[src/rtl/eth_frame_tx.sv]
// Ethernet frame generator: 14-byte header plus incrementing payload on an 8-bit AXI4-Stream.
// Define ETH_TX_IFG_EN to insert IFG_CYCLES idle cycles (GAP state) after each frame.
module eth_frame_tx #(
    parameter logic [47:0] DEST_MAC   = 48'hFFFF_FFFF_FFFF,
    parameter logic [47:0] SRC_MAC    = 48'h5A01_0203_0405,
    parameter int unsigned IFG_CYCLES = 12
) (
    input  logic        clk,
    input  logic        rst,
    input  logic        start,
    input  logic [15:0] payload_len,
    output logic [7:0]  tdata,
    output logic        tvalid,
    input  logic        tready,
    output logic        tlast,
    output logic        busy,
    output logic        frame_done,
    output logic [15:0] frame_count
);

    localparam int unsigned HDR_LAST = 13;
    localparam int unsigned MAX_LEN  = 1500;

    typedef enum logic [1:0] {
        S_IDLE,
        S_HDR,
        S_PAYLOAD
`ifdef ETH_TX_IFG_EN
        ,
        S_GAP
`endif
    } state_t;

    state_t      state_q, state_d;
    logic [3:0]  hdr_cnt_q, hdr_cnt_d;
    logic [15:0] pay_cnt_q, pay_cnt_d;
    logic [15:0] len_q, len_d;
    logic [7:0]  tdata_d;
    logic        tvalid_d, tlast_d, busy_d, frame_done_d;
    logic [15:0] frame_count_d;
    logic        handshake;
`ifdef ETH_TX_IFG_EN
    logic [7:0]  gap_cnt_q, gap_cnt_d;
`endif

    // Values outside 1..255 leave a marker block in the elaborated hierarchy.
    if (IFG_CYCLES < 1 || IFG_CYCLES > 255) begin : g_ifg_cycles_out_of_range
    end

    // Header byte idx of {DEST_MAC, SRC_MAC, length}, byte 0 being the MSB.
    function automatic logic [7:0] hdr_byte(input logic [3:0] idx, input logic [15:0] len);
        logic [111:0] hdr;
        hdr = {DEST_MAC, SRC_MAC, len};
        return 8'(hdr >> (8 * (HDR_LAST - 32'(idx))));
    endfunction

    assign handshake = tvalid & tready;

    always_ff @(posedge clk or posedge rst) begin
        if (rst) begin
            state_q     <= S_IDLE;
            hdr_cnt_q   <= '0;
            pay_cnt_q   <= '0;
            len_q       <= 16'd1;
            tdata       <= '0;
            tvalid      <= 1'b0;
            tlast       <= 1'b0;
            busy        <= 1'b0;
            frame_done  <= 1'b0;
            frame_count <= '0;
`ifdef ETH_TX_IFG_EN
            gap_cnt_q   <= '0;
`endif
        end else begin
            state_q     <= state_d;
            hdr_cnt_q   <= hdr_cnt_d;
            pay_cnt_q   <= pay_cnt_d;
            len_q       <= len_d;
            tdata       <= tdata_d;
            tvalid      <= tvalid_d;
            tlast       <= tlast_d;
            busy        <= busy_d;
            frame_done  <= frame_done_d;
            frame_count <= frame_count_d;
`ifdef ETH_TX_IFG_EN
            gap_cnt_q   <= gap_cnt_d;
`endif
        end
    end

    // Next-state and next-output logic; every output is the registered copy of a *_d value.
    always_comb begin
        state_d       = state_q;
        hdr_cnt_d     = hdr_cnt_q;
        pay_cnt_d     = pay_cnt_q;
        len_d         = len_q;
        tdata_d       = tdata;
        tvalid_d      = tvalid;
        tlast_d       = tlast;
        busy_d        = busy;
        frame_done_d  = 1'b0;
        frame_count_d = frame_count;
`ifdef ETH_TX_IFG_EN
        gap_cnt_d     = gap_cnt_q;
`endif
        case (state_q)
            S_IDLE: begin
                if (start) begin
                    state_d   = S_HDR;
                    hdr_cnt_d = '0;
                    if (payload_len == 16'd0) begin
                        len_d = 16'd1;
                    end else if (payload_len > 16'(MAX_LEN)) begin
                        len_d = 16'(MAX_LEN);
                    end else begin
                        len_d = payload_len;
                    end
                    tdata_d  = DEST_MAC[47:40];
                    tvalid_d = 1'b1;
                    tlast_d  = 1'b0;
                    busy_d   = 1'b1;
                end
            end
            S_HDR: begin
                if (handshake) begin
                    if (hdr_cnt_q == 4'(HDR_LAST)) begin
                        state_d   = S_PAYLOAD;
                        pay_cnt_d = '0;
                        tdata_d   = 8'h00;
                        tlast_d   = (len_q == 16'd1);
                    end else begin
                        hdr_cnt_d = hdr_cnt_q + 4'd1;
                        tdata_d   = hdr_byte(hdr_cnt_d, len_q);
                    end
                end
            end
            S_PAYLOAD: begin
                if (handshake) begin
                    if (tlast) begin
                        tvalid_d      = 1'b0;
                        tlast_d       = 1'b0;
                        frame_done_d  = 1'b1;
                        frame_count_d = frame_count + 16'd1;
`ifdef ETH_TX_IFG_EN
                        state_d       = S_GAP;
                        gap_cnt_d     = '0;
`else
                        state_d       = S_IDLE;
                        busy_d        = 1'b0;
`endif
                    end else begin
                        pay_cnt_d = pay_cnt_q + 16'd1;
                        tdata_d   = pay_cnt_d[7:0];
                        tlast_d   = (pay_cnt_d == len_q - 16'd1);
                    end
                end
            end
`ifdef ETH_TX_IFG_EN
            S_GAP: begin
                if (gap_cnt_q == 8'(IFG_CYCLES - 1)) begin
                    state_d = S_IDLE;
                    busy_d  = 1'b0;
                end else begin
                    gap_cnt_d = gap_cnt_q + 8'd1;
                end
            end
`endif
            default: state_d = S_IDLE;
        endcase
    end

endmodule

[config.mk]
export PLATFORM = sky130hd
export DESIGN_NAME = eth_frame_tx
export DESIGN_NICKNAME = d
export VERILOG_FILES = /design/src/rtl/eth_frame_tx.sv
export SDC_FILE = /design/constraint.sdc
export NUM_CORES = 1
export LEC_CHECK = 0
export BUFFER_PORTS_ARGS = -buffer_cell sky130_fd_sc_hd__clkbuf_2
export CORE_MARGIN = 4
export CORE_UTILIZATION = 25
export CTS_CLUSTER_SIZE = 20
export DETAILED_ROUTE_END_ITERATION = 12
export PLACE_DENSITY = 0.47
export SYNTH_ARGS = -nofsm -noshare
export SYNTH_HDL_FRONTEND = slang
export SYNTH_SLANG_ARGS = --single-unit
[constraint.sdc]
create_clock -name clk -period 4.5 [get_ports clk]
set_input_delay 0.675 -clock clk [delete_from_list [all_inputs] [get_ports clk]]
set_output_delay 0.675 -clock clk [all_outputs]
set_load 0.01 [all_outputs]
==> key figures <==
Floorplanning
  • Die ar.: 18400 um^2
  • Io pins: 48
  • Core Region: 15900 um^2
  • Die height: 136 um
  • Row cnt: 46
  • Chip Width: 136 um
  • Initial Util: 25.6%

Routing
  • DRC viols: 0
  • Metal-1 WL: 5370 um
  • Via count: 3520
  • Initial DRC Count: 222
  • Uppermost routed layer: met4
  • DR WL met2: 5200 um
  • Post-Route WL: 11200 um
  • Drt pass-1 iters: 5
  • Wire per inst: 15.5 um
  • DRT antenna net count: 0
  • Routed wl met3: 453 um
  • Detailed-route vias per instance: 4.84

Logic synthesis
  • Register area share after synthesis: 40.0%
  • Synthesis-stage register bit count: 65
  • Mapped Cells: 464
  • Post-synth cell types: 56
  • Mean area per synthesized cell: 8.78 um^2
  • Top FF cell, synth: dfrtp_1
  • Mapped Area: 4070 um^2
  • EDFF count, synth: 0
  • Yosys warns: 0
  • Net Count, Synth: 495
  • Asr flop ratio synth: 100%

Timing
  • Sum Neg Setup Slack: 0 ps
  • Final number of max-transition violations: 0
  • Skew final: 5.95 ps
  • Max Fclk: 315 MHz
  • # setup viols final: 0
  • Fin crit share: 70.6%
  • Tightest Pin Transition: 964 ps
  • Final Hold Fails: 0
  • RSZ-0062 raised after global routing: no
  • Minimum clock period: 3180 ps
  • Max_slew headroom: 35.1%

GRT
  • Largest net degree at the start of global routing: 39
  • Global route total overflow: 0
  • First-pass GRT wire length: 18200 um
  • GR Util All Layers: 12.7%
  • Vias in the first global route: 3430
  • Initial antenna violation count: 0

Place
  • GP Congestion: 0.854
  • Post-DP HPWL: 8600 um
  • # port buffers: 47
  • Placement Cell Area: 4510 um^2

Critical path
  • CP startpoint kind: flop
  • CP Class: flop to flop
  • R2R Path Start: hdr_cnt_q[0]
  • CP required: 4720 ps
  • Critical path launch point: hdr_cnt_q[0]
  • Crit. End Element: flop
  • CP Max Fanout: 16
  • WP data arrival: 3400 ps

Power and ir drop
  • Net switching power: 280 uW
  • Switching Share: 20.4%
  • PwrDens: 284 nW/um^2
  • Seq pwr share: 42.6%
  • Logic pwr share: 1.9%
  • Leakage: 2.09 nW
  • Worst VDD drop: 0.000184 V
  • Clock power frac: 55.5%
  • Tot Pwr: 1.37 mW
  • Int Power: 1.09 mW

Clock tree
  • Clk_lat worst skew: 340 ps
  • Hold Buf Count CTS: 0
  • Post-CTS Repair Setup Buffers: 0
  • Cts repair resizes: 0
  • Maximum buffer depth of the clock tree: 2
  • CTS Buf Count: 9
  • H-tree depth: 3
  • CTS tree: yes
  • Total clock sinks: 65
  • CTS root buf: clkbuf_16
  • Clock transition at the registers of the reported paths: 60 ps

Flow run
  • Number of max-cap violations: 0

Cells and area
  • Fill cells: 1702
  • Layout cells sized above 1: 15.5%
  • Fin nets: 537
  • Area growth syn-to-layout: 18.6%
  • Final Util: 30.3%
  • Fin area: 4830 um^2
  • Ant. Diodes: 0

Run status
  • Status: completed

Min path
  • Hold crit path type: input pin to async pin
## final timing paths
check	cells after the start	slack [ps]	end
max	9	1320	tdata[0]
min	2	390	frame_count[12]
max reg2reg	9	1320	tdata[0]
min reg2reg	1	470	frame_count[15]
max in group asynchronous	3	3170	len_q[0]
min in group clk	1	470	frame_count[15]
## cells in the mapped netlist, types with 2 or more instances
master	count	share of area [%]
dfrtp_1	64	39
a31oi_1	3	0.46
o21a_1	2	0.37
nand2_1	72	6.6
a21oi_1	20	2.5
clkbuf_1	12	1.1
buf_2	2	0.25
o31ai_1	9	1.7
nor4_1	6	0.92
nand3_1	21	2.6
nand4_1	13	2.0
nand2b_1	3	0.46
o22ai_1	4	0.61
a21o_1	3	0.55
and3_1	8	1.2
mux2i_1	3	0.74
a32o_1	2	0.49
a22oi_1	2	0.37
and4_1	2	0.43
or3_1	2	0.31
o21ai_0	33	4.1
nand3b_1	4	0.74
nor3b_1	3	0.55
inv_1	16	1.5
and2_1	7	1.1
xor2_1	15	3.2
a41oi_1	3	0.65
nand4b_1	3	0.65
mux2_2	7	1.9
xnor2_1	34	7.3
a21boi_0	3	0.55
ha_1	11	3.4
nor3_1	12	1.5
o22a_1	7	1.5
nor2_1	28	2.6
or4_1	5	0.92
## per-layer routing
layer	up-vias	GRT usage [%]
met5	-	0
met4	0	5.32
met3	14	3.19
met2	74	19.6
met1	1677	17.0
li1	1755	-
## state kept, by name, indices dropped and copies added, names as in the netlist
signal	count
tlast	1
pay_cnt_q	16
state_q	2
frame_done	1
tdata	8
busy	1
len_q	16
hdr_cnt_q	4
frame_count	16
## cells by family after synthesis
family	count (synthesis)	synth area share, %
AOI/OAI and AO/OA	101	16.0
xor gates and xnor gates	49	10.5
buffers and inverters	33	3.38
and+or+nand+nor	195	24.1
DFF	65	40.0
adders and majority gates	11	3.38
muxes	10	2.67
## layout make-up
| class | count | area, um^2 | area share [%] |
|---|---|---|---|
| multi-input combinational | 366 | 2310 | 47.8 |
| sequential | 65 | 1630 | 33.7 |
| tap | 216 | 270 | 5.59 |
| clock buffer | 12 | 246 | 5.10 |
| timing repair buffer | 48 | 243 | 5.02 |
| clock inverter | 4 | 76.3 | 1.58 |
| inverter | 16 | 60.1 | 1.24 |
## worst max-delay path, stage by stage (launching register included)
cell and delay, ps:
dfrtp_1 590, ha_1 520, inv_1 120, ha_1 200, xnor2_1 140, xnor2_1 420
a21boi_0 170, o21ai_1 420, o221ai_1 190, mux2_2 280
## power by group through the flow
stage          registers [mW]  clock network, mW  logic, mW
2_1_floorplan           0.595                  0     0.0110
3_3_place_gp            0.595                  0     0.0267
3_5_place_dp            0.595                  0     0.0274
4_1_cts                 0.585              0.789     0.0276
5_1_grt                 0.584              0.812     0.0311
6_report                0.585              0.762     0.0263
## per-stage QoR
stage | std cells | hold WS [ps] | setup slack (ps)
after floorplan | 464 | 471 | 1770
after CTS | 727 | 400 | 1360
final | 727 | 390 | 1320
after global routing | 727 | 440 | 1060
after detailed placement | 711 | 464 | 1350
after global placement | 711 | 460 | 1480
## placed cells by master (no fill, tap or decap), types with 8 or more instances in the layout
cell | netlist | routed
dfrtp_1 | 64 | 64
xnor2_1 | 34 | 34
xor2_1 | 15 | 15
nand3_1 | 21 | 21
clkbuf_2 | 0 | 47
o31ai_1 | 9 | 9
nor3_1 | 12 | 12
nand4_1 | 13 | 13
clkbuf_16 | 0 | 9
inv_1 | 16 | 15
nor2_1 | 28 | 28
a21oi_1 | 20 | 20
and3_1 | 8 | 8
o21ai_0 | 33 | 33
nand2_1 | 72 | 72
ha_1 | 11 | 11
(Power assumes the default switching activity.)
